===== src/rtl/byte_packer.sv =====
// Packs a stream of bytes little-endian into BYTES-wide words behind a registered
// ready/valid output; a flush forces a partially filled word out.
module byte_packer #(
  parameter int BYTES = 4,
  parameter int CW    = $clog2(BYTES + 1)
) (
  input  logic                 clock_port,
  input  logic                 reset_port,
  input  logic                 clear,
  input  logic                 flush,
  input  logic [7:0]           input_port_data,
  input  logic                 input_port_valid,
  output logic                 input_port_ready,
  output logic [8*BYTES-1:0]   output_port_data,
  output logic [CW-1:0]        output_port_bytes,
  output logic                 output_port_valid,
  input  logic                 output_port_ready
);

  localparam logic [CW-1:0] LAST = CW'(BYTES - 1);

  logic [8*BYTES-1:0] acc_data, acc_data_nxt, acc_merged;
  logic [CW-1:0]      acc_count, acc_count_nxt, eff_count;
  logic [8*BYTES-1:0] out_data, out_data_nxt;
  logic [CW-1:0]      out_bytes, out_bytes_nxt;
  logic               out_valid, out_valid_nxt;
  logic               flush_pending, flush_pending_nxt;
  logic               in_acc, out_free, load;

  // Ready comes from registered state only, so no path from output_port_ready or flush.
  assign input_port_ready  = ~flush_pending & ~((acc_count == LAST) & out_valid);
  assign output_port_data  = out_data;
  assign output_port_bytes = out_bytes;
  assign output_port_valid = out_valid;

  always_comb begin
    in_acc    = input_port_valid & input_port_ready;
    out_free  = ~out_valid | output_port_ready;
    eff_count = acc_count + CW'(in_acc);
    acc_merged = acc_data;
    for (int k = 0; k < BYTES; k++) begin
      if (in_acc && (acc_count == CW'(k))) acc_merged[8*k +: 8] = input_port_data;
    end

    acc_data_nxt      = acc_data;
    acc_count_nxt     = acc_count;
    flush_pending_nxt = flush_pending;
    load              = 1'b0;

    // Input is blocked while a flush is pending, so acc_merged equals acc_data there.
    if (flush_pending) begin
      if (out_free) begin
        load              = 1'b1;
        flush_pending_nxt = 1'b0;
      end
    end else if (in_acc && (acc_count == LAST)) begin
      load = 1'b1;
    end else if (flush && (eff_count != '0)) begin
      if (out_free) begin
        load = 1'b1;
      end else begin
        acc_data_nxt      = acc_merged;
        acc_count_nxt     = eff_count;
        flush_pending_nxt = 1'b1;
      end
    end else if (in_acc) begin
      acc_data_nxt  = acc_merged;
      acc_count_nxt = eff_count;
    end

    out_data_nxt  = out_data;
    out_bytes_nxt = out_bytes;
    out_valid_nxt = out_valid;
    if (load) begin
      out_data_nxt  = acc_merged;
      out_bytes_nxt = eff_count;
      out_valid_nxt = 1'b1;
      acc_data_nxt  = '0;
      acc_count_nxt = '0;
    end else if (out_valid && output_port_ready) begin
      out_valid_nxt = 1'b0;
    end
  end

  always_ff @(posedge clock_port or negedge reset_port) begin
    if (!reset_port) begin
      acc_data      <= '0;
      acc_count     <= '0;
      out_data      <= '0;
      out_bytes     <= '0;
      out_valid     <= 1'b0;
      flush_pending <= 1'b0;
    end else if (clear) begin
      acc_data      <= '0;
      acc_count     <= '0;
      out_data      <= '0;
      out_bytes     <= '0;
      out_valid     <= 1'b0;
      flush_pending <= 1'b0;
    end else begin
      acc_data      <= acc_data_nxt;
      acc_count     <= acc_count_nxt;
      out_data      <= out_data_nxt;
      out_bytes     <= out_bytes_nxt;
      out_valid     <= out_valid_nxt;
      flush_pending <= flush_pending_nxt;
    end
  end

endmodule


===== config.mk =====
export PLATFORM = sky130hd
export DESIGN_NAME = byte_packer
export DESIGN_NICKNAME = d
export VERILOG_FILES = /design/src/rtl/byte_packer.sv
export SDC_FILE = /design/constraint.sdc
export NUM_CORES = 1
export LEC_CHECK = 0
export BUFFER_PORTS_ARGS = -buffer_cell sky130_fd_sc_hd__buf_2
export CORE_UTILIZATION = 45
export DETAILED_ROUTE_END_ITERATION = 12
export MAX_ROUTING_LAYER = met4
export PLACE_DENSITY = 0.66
export SETUP_SLACK_MARGIN = 0.02
export SLEW_MARGIN = 20
export SYNTH_ARGS = -nofsm -noshare
export SYNTH_HDL_FRONTEND = slang
export SYNTH_SLANG_ARGS = --single-unit

===== constraint.sdc =====
create_clock -name clock_port -period 5.9 [get_ports clock_port]
set_input_delay 0 -clock clock_port [delete_from_list [all_inputs] [get_ports clock_port]]
set_output_delay 0 -clock clock_port [all_outputs]
set_load 0.005 [all_outputs]

; ---- Word-level counts from Yosys, hierarchy flattened
; Index checks and enable logic that the tools add are counted.
[word_totals]
regBits = 72
inputBits = 14
output_inout_bits = 37
[classes]
n_eq_ne = 6
n_reduce_logical = 12
n_mux = 34
bitwise_logic = 7
add_sub_neg = 1
[op_table]
columns = cell, count
row1 = $mux W32, 9
row2 = $mux W8, 4
row3 = $mux W3, 9
row4 = $mux W1, 12
row5 = $eq A3 B2 Y1 const B, 2
row6 = $logic_and A1 B1 Y1, 6
row7 = $reduce_bool A3 Y1, 2
row8 = $ne A4 B4 Y1 const B, 1
row9 = $reduce_and A4 Y1, 1
row10 = $reduce_bool A4 Y1, 1
row11 = $add A3 B1 Y3, 1
row12 = $and A1 B1 Y1, 3
row13 = $eq A3 B1 Y1 const B, 1
row14 = $logic_not A3 Y1, 1
row15 = $ne A3 B2 Y1 const B, 1
row16 = $ne A3 B3 Y1 const B, 1
row17 = $not A1 Y1, 3
row18 = $reduce_bool A2 Y1, 1
row19 = $or A1 B1 Y1, 1

; ---- Depth between registers and ports, before layout
; Gate-level depths: netlist of the first run.
[depth]
ltp_word = 13
mapped_depth = 11
ltp_nobuf = 9

; ---- Least setup slack after synthesis of the first run
; No wires, ideal clock.
[synth_timing]
path_type = flip-flop to flip-flop
start = register acc_count[2]
end = register out_data[0], in the netlist output_port_data[0]
t_required_ns = 5.822
arrival_ns = 2.500
synth_period_minus_slack_ns = 2.578
path_stages_with_launch = 12
slack_ns = 3.322
setup_time_ns = 0.078
path_cell_list = dfrtp_1 -> buf_6 -> nand4b_1 -> nand2_1 -> inv_1 -> ha_1 -> ha_1 -> or3_1 -> o221a_2 -> nor3_4 -> buf_6 -> o2bb2ai_1
[synth_via]
elab_chain_len = 12
elab_cells_between_ends = 18
cone_classes = add/sub: 1 / eq/ne: 1 / mux: 6 / bitwise: 4 / reduce/logical: 6
[synth_rtl]
columns = item, line_no
row1 = "start, declared", 23  ; logic [CW-1:0] acc_count, acc_count_nxt, eff_count;
row2 = "start signal, assigned", 102  ; acc_count <= acc_count_nxt;
row3 = $eq A3 B2 Y1, "31, 56"
row4 = $and A1 B1 Y1, 31  ; assign input_port_ready = ~flush_pending & ~((acc_count == LAST) & out_valid);
row5 = $not A1 Y1, 31
row6 = $and A1 B1 Y1, 31
row7 = $and A1 B1 Y1, 37  ; in_acc = input_port_valid & input_port_ready;
row8 = $add A3 B1 Y3, 39  ; eff_count = acc_count + CW'(in_acc);
row9 = $reduce_bool A3 Y1, 58  ; end else if (flush && (eff_count != '0)) begin
row10 = $logic_and A1 B1 Y1, 58
row11 = $mux W1, 58
row12 = $mux W1, 56  ; end else if (in_acc && (acc_count == LAST)) begin
row13 = $mux W1, 51  ; if (flush_pending) begin
row14 = $reduce_bool A2 Y1 (no line), -
row15 = "end signal, assigned", 103  ; out_data <= out_data_nxt;
row16 = "end, declared", 24  ; logic [8*BYTES-1:0] out_data, out_data_nxt;
; Several ways; a longest one is shown, not always the timed one. The select of a mux whose other input is x is not followed.
; A chain may end at the register's enable or synchronous reset.

; ---- Worst setup path in the final report of the first run
[layout_timing]
start = register acc_count[2]
end = register out_data[2], in the netlist output_port_data[2]
; Same word-level chain as after synthesis.

==> flow_metrics.py, run 1 <==
metrics = {
    "setup_path": {
        "r2r-start": "acc_count[2]$_DFFE_PN0P_",
        "cp.arrival_ns": 3.48,
        "timing.critical_path.slowest_cell_delay_ns": 0.53,
        "timing.critical_path.mode_cell": "ha_1",
        "crit_path_start_kind": "register",
        "path_class": "register to register",
        "required_ns": 6.12,
        "worst-path-max-fanout": 22,
        "cp_cell_sequence": "nand4b_1 -> nand2_1 -> inv_1 -> ha_1 -> ha_1 -> or3_1 -> o221a_2 -> o21ai_2 -> buf_4 -> o2bb2ai_1",
        "crit-reg2reg-capture": "output_port_data[2]$_DFFE_PN0P_",
        "ff2ff_path_depth": 10,
        "reg2reg_setup_slack_ns": 2.64,
        "slowest_stage": "o21ai_2",
        "end_kind": "register",
    },
    "timing": {
        "post-route-period-util_pct": 55.3,
        "timing.final.setup_violations": 0,
        "total_negative_setup_slacks_ns": 0,
        "hold_viol": 0,
        "period_minus_slack_ns": 3.26,
        "tightest_slew_ns": 0.883,
        "rsz0062_at_grt": "no",
        "max_frequency_mhz": 306,
        "timing.slew.headroom_pct": 41.1,
        "final-max-slew-violation-count": 0,
        "worst_clock_skew_ns": 0.00519,
    },
    "yosys": {
        "number_of_synthesized_flops_with_an_enable_pin": 0,
        "synth_area_leader_cell": "dfrtp_1",
        "postSynthRegisterBits": 72,
        "synth.cell_area_sq_mm": 0.00305,
        "postSynthCellCount": 228,
        "synthArstFlopShare_pct": 100,
        "yosys_warnings": 0,
        "synth_flop_cell": "dfrtp_1",
        "postSynthNetCount": 244,
        "unique_cell_type_count_in_the_yosys_netlist": 38,
        "synth.top_cell.area_share_pct": 59.1,
        "seq_total_area_yosys_pct": 59.1,
        "synthesized_area_per_cell_sq_um": 13.4,
        "synth.area.top_cells": "dfrtp_1 (59%), mux2i_1 (11%), o2bb2ai_1 (8.9%), nor2_1 (2.7%), buf_6 (2.2%)",
    },
    "routing": {
        "viasPerCell": 5.57,
        "drc_markers": 5,
        "detail-route-antenna-nets": 0,
        "dr_iter_0_viols": 108,
        "detail_route.wirelength_um": 6260,
        "firstDrtPassIters": 11,
        "dr_total_vias": 2054,
        "detail_route.wl_per_cell_um": 17.0,
    },
    "global_routing": {
        "globalRouteTotalUtil_pct": 19.8,
        "grt_pass1_wl_um": 10400,
        "grt_remaining_overflow": 0,
        "pin_count_of_the_biggest_net_entering_global_routing": 73,
        "antenna_found_initial": 0,
        "vias_in_the_first_global_route": 1929,
    },
    "cells_and_area": {
        "layout-drive-gt1-share_pct": 31.2,
        "finish.net_count": 304,
        "insertedDiodeCount": 0,
        "finish.utilization_pct": 56.0,
        "layout-area-overhead-vs-synth_pct": 18.7,
    },
    "worst_hold_path": {
        "hold_path.class": "input port to register",
        "hp-start": "input_port_data[1]",
        "worstHoldPathCells": 3,
        "end_point_of_the_most_critical_hold_path": "acc_data[17]$_DFFE_PN0P_",
    },
    "cts": {
        "number_of_buffers_created_by_cts": 9,
        "cts.path.max_buffers": 2,
        "post_cts_resized": 0,
        "cts.htree.levels": 3,
        "holdBufCountCts": 8,
        "clk_pin_slew_worst_paths_ns": 0.07,
        "cts_root_buffer": "clkbuf_8",
        "tritoncts": "built",
        "post-cts-setup-buffers": 0,
        "insertion_delay_ns": 0.34,
        "clock_sinks": 72,
    },
    "floorplan": {
        "coreArea_sq_mm": 0.00646,
        "top_level_ports": 51,
        "fp.dieW_um": 84.3,
        "die_y_um": 84.3,
        "dieArea_sq_mm": 0.00711,
        "starting_density_of_the_core_pct": 47.2,
        "placementRows": 29,
    },
    "run": {
        "timing.max_cap.violations": 0,
    },
    "place": {
        "buffer_ports.inserted": 50,
        "gp_routability_congestion": 0.860,
        "hpwl_um": 3950,
    },
    "pwr": {
        "peakVddDrop_uv": 191,
        "power.density_cell_area_mw_per_mm2": 292,
        "power.leakage_uw": 0.00193,
    },
    "status": {
        "run_status": "complete, but fails checks",
        "violations": "design-rule violations",
    },
}
metal layers:
metal | up-vias | share of wire [%] | track usage, %
li1 | 957 | - | -
met1 | 1041 | 51 | 26.5
met2 | 46 | 45 | 29.3
met3 | 10 | 3.7 | 5.90
met4 | 0 | 0.97 | 5.64
met5 | - | 0 | -
through the flow:
stage / setup WS [ns] / std cells / cell area [sq um] / power, uW / hold slack [ns]
finish: 2.64 / 369 / 3620 / 1060 / 0.0235
global route: 2.42 / 369 / 3620 / 1100 / 0.0257
CTS: 2.64 / 369 / 3620 / 1070 / 0.00414
detailed placement: 2.66 / 346 / 3320 / 634 / 0.261
global placement: 2.72 / 346 / 3320 / 633 / 0.251
floorplan: 3.32 / 228 / 3050 / 597 / -0.296
cells by family after synthesis:
family                   count (synthesis)  synth area share (%)
AO/OA/AOI/OAI                           48                  13.9
AND/OR/NAND/NOR                         54                  11.0
XOR/XNOR                                 2                 0.575
flip-flops                              72                  59.1
multiplexers                            33                  10.8
adder cells (fa/ha/maj)                  2                 0.821
buffers and inverters                   17                  3.82
placed cells by master, fill, tap and decap left out, drive strengths merged, types with 2 or more instances in the layout:
master	Yosys	routed
mux2i	33	33
o21ai	4	4
nand2	3	3
bufinv	0	2
clkinv	0	2
nand3	4	4
o2bb2ai	35	35
ha	2	2
buf	12	53
dfrtp	72	72
nor3	4	4
and3	8	8
clkbuf	0	10
nor2	24	24
dlygate4sd3	0	8
inv	5	5
nand3b	2	2
a21oi	3	3
or3	2	2
worst max path at each step:
| stage | cells after the start | startpoint | to |
|---|---|---|---|
| floorplan | 11 | acc_count[2]$_DFFE_PN0P_ | output_port_data[0]$_DFFE_PN0P_ |
| global placement | 10 | acc_count[2]$_DFFE_PN0P_ | output_port_data[14]$_DFFE_PN0P_ |
| detailed placement | 10 | acc_count[2]$_DFFE_PN0P_ | output_port_data[10]$_DFFE_PN0P_ |
| CTS | 10 | acc_count[2]$_DFFE_PN0P_ | output_port_data[10]$_DFFE_PN0P_ |
| global route | 10 | acc_count[2]$_DFFE_PN0P_ | output_port_data[12]$_DFFE_PN0P_ |
| finish | 10 | acc_count[2]$_DFFE_PN0P_ | output_port_data[2]$_DFFE_PN0P_ |
worst max-delay path, delay by kind of cell (launching register included):
| kind | cells | cell delay [ns] |
|---|---|---|
| AND/OR/NAND/NOR | 3 | 0.72 |
| flip-flops | 1 | 0.47 |
| adder cells (fa/ha/maj) | 2 | 0.51 |
| AO/OA/AOI/OAI | 3 | 0.94 |
| buffers and inverters | 2 | 0.48 |
synth_stat cells, drive strengths merged (2+ instances only):
library cell	instances
a21oi	3
nor2	24
nand3b	2
o2bb2ai	35
or3	2
inv	5
nor3	4
nand3	4
mux2i	33
o21ai	4
dfrtp	72
nand2	3
ha	2
and3	8
buf	12
sequential cells by signal, summed over array words and instances (netlist names):
| signal | cells |
|---|---|
| output_port_valid | 1 |
| output_port_data | 32 |
| acc_data | 32 |
| flush_pending | 1 |
| output_port_bytes | 3 |
| acc_count | 3 |
area by class of cell:
type / instances / area, sq um
Multi-Input combinational cell: 139 / 1130
Fill cell: 569 / 2840
Clock buffer: 10 / 138
Inverter: 5 / 18.8
Timing Repair Buffer: 61 / 353
Sequential cell: 72 / 1800
Tap cell: 77 / 96.3
Clock inverter: 5 / 81.3
report_power, final:
group          leakage, uW  switching, uW  internal, uW
Combinational     0.000819           72.0          39.4
Clock             0.000108            181           247
Sequential        0.000998           9.00           507
Total              0.00193            262           793
Note: power is estimated with default switching activity, not from simulation.
==> run 2, diff against run 1 <==
- ABC_AREA: default -> 1
- PLACE_DENSITY: 0.66 -> 0.68
- clock period: 5.9 -> 2.9 ns (I/O delays scaled with it)
==> run 2 against run 1 <==
  * The run now ends clean
  * Count of clock-buffer cells in the layout is 2 higher
  * Sequential power is 100% higher
  * Global-route usage rose by 2.2 points
  * First-iteration DRC count up 37%
  * Flip-flop and latch count is the same
  * Power grew 92%
  * Core utilization fell by 1.8 points
  * Final area grew 2.9%
  * Sequential share of layout area fell by 1.4 points
  * Clock power is 65% higher
==> flow_metrics.py, run 2 <==
metrics = {
    "routing": {
        "detail_route.wl_per_cell_um": 13.4,
        "detail-route-antenna-nets": 0,
        "viasPerCell": 4.85,
        "dr_iter_0_viols": 148,
        "detail_route.wirelength_um": 7220,
        "dr_total_vias": 2602,
        "drc_markers": 0,
        "firstDrtPassIters": 4,
    },
    "yosys": {
        "synth.top_cell.area_share_pct": 55.6,
        "synth_flop_cell": "dfrtp_1",
        "number_of_synthesized_flops_with_an_enable_pin": 0,
        "synth.cell_area_sq_mm": 0.00324,
        "synth.top_cells.by_count": "nand2_1 (174), dfrtp_1 (72), o21ai_0 (34)",
        "synth.area.top_cells": "dfrtp_1 (56%), nand2_1 (20%), o21ai_0 (5.3%), nor2_1 (3.7%), buf_4 (1.6%)",
        "seq_total_area_yosys_pct": 55.6,
        "postSynthCellCount": 386,
        "synth_area_leader_cell": "dfrtp_1",
        "yosys_warnings": 0,
        "postSynthRegisterBits": 72,
        "synthesized_area_per_cell_sq_um": 8.40,
        "yosysMostFrequentCell": "nand2_1",
        "postSynthNetCount": 402,
        "synthArstFlopShare_pct": 100,
        "unique_cell_type_count_in_the_yosys_netlist": 30,
    },
    "run": {
        "timing.max_cap.violations": 0,
    },
    "setup_path": {
        "r2r-start": "acc_count[0]$_DFFE_PN0P_",
        "crit_path_start_kind": "register",
        "timing.critical_path.slowest_cell_delay_ns": 0.45,
        "ff2ff_path_depth": 16,
        "crit_path_start": "acc_count[0]$_DFFE_PN0P_",
        "timing.critical_path.mode_cell": "nand2_1",
        "worst-path-max-fanout": 20,
        "crit-reg2reg-capture": "output_port_data[29]$_DFFE_PN0P_",
        "end_kind": "register",
        "cp.arrival_ns": 2.92,
        "reg2reg_setup_slack_ns": 0.24,
        "crit_buf_inv": 1,
        "crit_family": "simple AND/OR/NAND/NOR gates",
        "cp_cell_sequence": "nand2_1 -> nor2_2 -> nand2_1 -> nand3_1 -> inv_1 -> ha_1 -> ha_1 -> nor2_1 -> nand3_2 -> nand2_2 -> nand2_4 -> nand2_2 -> nand2_4 -> nor2_4 -> nand2_1 -> o21ai_1",
        "path_class": "register to register",
        "required_ns": 3.16,
        "slowest_stage": "nor2_4",
    },
    "cells_and_area": {
        "layout-area-overhead-vs-synth_pct": 15.0,
        "seq_area_sq_mm": 0.00180,
        "layout_commonest_cell": "nand2_1",
        "layout-drive-gt1-share_pct": 19.5,
        "insertedDiodeCount": 0,
        "finish.net_count": 453,
        "layout.filler_cells": 679,
        "finish.utilization_pct": 54.2,
        "highest_count_cells_in_the_layout_ignoring_fill_and_taps": "nand2_1 (174), dfrtp_1 (72), buf_2 (50)",
        "multi_input_area_sq_mm": 0.00128,
    },
    "pwr": {
        "peakVddDrop_uv": 247,
        "power.leakage_uw": 0.00209,
        "intPower_uw": 1460,
        "power.density_cell_area_mw_per_mm2": 544,
        "switching_power_uw": 569,
        "switching_share_pct": 28.1,
        "power.share.combinational_pct": 13.4,
        "power.share.sequential_pct": 51.7,
        "power_frac_clock_pct": 34.8,
    },
    "place": {
        "hpwl_um": 4640,
        "gp_routability_congestion": 0.785,
        "buffer_ports.inserted": 50,
    },
    "global_routing": {
        "pin_count_of_the_biggest_net_entering_global_routing": 73,
        "vias_in_the_first_global_route": 2531,
        "globalRouteTotalUtil_pct": 22.0,
        "antenna_found_initial": 0,
        "grt_pass1_wl_um": 12300,
        "grt_remaining_overflow": 0,
    },
    "floorplan": {
        "top_level_ports": 51,
        "placementRows": 30,
        "coreArea_sq_mm": 0.00687,
        "starting_density_of_the_core_pct": 47.2,
        "fp.dieW_um": 86.9,
        "dieArea_sq_mm": 0.00754,
        "die_y_um": 86.9,
    },
    "worst_hold_path": {
        "hold_path.class": "input port to register",
        "hp-start": "input_port_data[3]",
        "worstHoldPathCells": 5,
        "end_point_of_the_most_critical_hold_path": "acc_data[19]$_DFFE_PN0P_",
    },
    "cts": {
        "cts.path.max_buffers": 2,
        "cts_root_buffer": "clkbuf_8",
        "post_cts_resized": 0,
        "number_of_buffers_created_by_cts": 9,
        "insertion_delay_ns": 0.34,
        "cts.htree.levels": 3,
        "clk_pin_slew_worst_paths_ns": 0.07,
        "tritoncts": "built",
        "clock_sinks": 72,
    },
    "timing": {
        "rsz0062_at_grt": "no",
        "total_negative_setup_slacks_ns": 0,
        "max_frequency_mhz": 376,
        "timing.final.setup_violations": 0,
        "final-max-slew-violation-count": 0,
        "period_minus_slack_ns": 2.66,
        "worst_clock_skew_ns": 0.00667,
        "post-route-period-util_pct": 91.7,
        "hold_viol": 0,
        "tightest_slew_ns": 0.893,
        "timing.slew.headroom_pct": 40.5,
    },
    "status": {
        "run_status": "completed",
    },
}
==> run 2: cell types whose count changed after synthesis, moves of 6 or more <==
| cell | previous run | this run |
|---|---|---|
| nand2_1 | 2 | 174 |
| inv_1 | 5 | 11 |
| nor2_1 | 22 | 32 |
| and3_2 | 8 | 0 |
| o21ai_1 | 0 | 9 |
| o2bb2ai_1 | 31 | 0 |
| mux2i_1 | 33 | 0 |
| buf_4 | 1 | 7 |
| o21ai_0 | 3 | 34 |
==> run 2: metal layers <==
layer | vias up | part of all wire [%] | track usage (%)
met5 | - | 0 | -
met4 | 0 | 1.6 | 9.09
met3 | 11 | 4.3 | 3.41
met2 | 67 | 46 | 32.7
met1 | 1215 | 48 | 30.2
li1 | 1309 | - | -
==> run 2: layout make-up <==
class,count,share of cell area (%)
inverters,14,1.48
clock buffers,12,4.16
repair buffers,55,7.86
multi-input cells,285,34.5
clock inverters,3,0.470
well taps,96,3.22
flip-flops and latches,72,48.4
==> run 2: power groups by stage <==
| stage | registers (uW) | logic [uW] | clock network [uW] |
|---|---|---|---|
| CTS | 1050 | 267 | 722 |
| finish | 1050 | 272 | 706 |
| detailed placement | 1070 | 264 | 0 |
| global route | 1050 | 311 | 771 |
| floorplan | 1070 | 184 | 0 |
| global placement | 1070 | 263 | 0 |
==> run 2: worst reg2reg max path: stages, from the launching register on <==
cell and delay, ns:
dfrtp_1 0.44, nand2_1 0.09, nor2_2 0.12, nand2_1 0.08, nand3_1 0.09, inv_1 0.05
ha_1 0.18, ha_1 0.31, nor2_1 0.13, nand3_2 0.09, nand2_2 0.09, nand2_4 0.07
nand2_2 0.08, nand2_4 0.12, nor2_4 0.45, nand2_1 0.09, o21ai_1 0.10
==> run 2: through the flow <==
stage | instance area (sq um) | setup slack (ns) | std cells | hold slack, ns | power [uW]
floorplan | 3240 | 0.499 | 386 | -0.296 | 1250
global placement | 3520 | 0.363 | 519 | 0.274 | 1330
detailed placement | 3520 | 0.232 | 519 | 0.267 | 1330
CTS | 3710 | 0.219 | 536 | 0.0357 | 2040
global route | 3730 | 0.0390 | 537 | 0.0710 | 2130
finish | 3730 | 0.241 | 537 | 0.0492 | 2030
==> run 2: cells by family after synthesis <==
kind of cell             after synthesis  share of synthesized area (%)
AO/OA/AOI/OAI                         44                           7.14
adder cells (fa/ha/maj)                2                          0.772
buffers and inverters                 30                           5.13
flip-flops                            72                           55.6
AND/OR/NAND/NOR                      238                           31.4
==> run 2: what timing repair did <==
| item | CTS | global route |
|---|---|---|
| endpoints found under the setup margin | 0 | 2 |
| setup buffers | 0 | 0 |
| hold endpoints to repair | 73 | 0 |
| hold buffers | 2 | 0 |
==> run 2: how the worst max path moves through the flow <==
| stage | to | cells after the start |
|---|---|---|
| floorplan | output_port_data[10]$_DFFE_PN0P_ | 19 |
| global placement | acc_count[1]$_DFFE_PN0P_ | 16 |
| detailed placement | acc_count[0]$_DFFE_PN0P_ | 16 |
| CTS | acc_count[0]$_DFFE_PN0P_ | 16 |
| global route | output_port_data[29]$_DFFE_PN0P_ | 16 |
| finish | output_port_data[29]$_DFFE_PN0P_ | 16 |
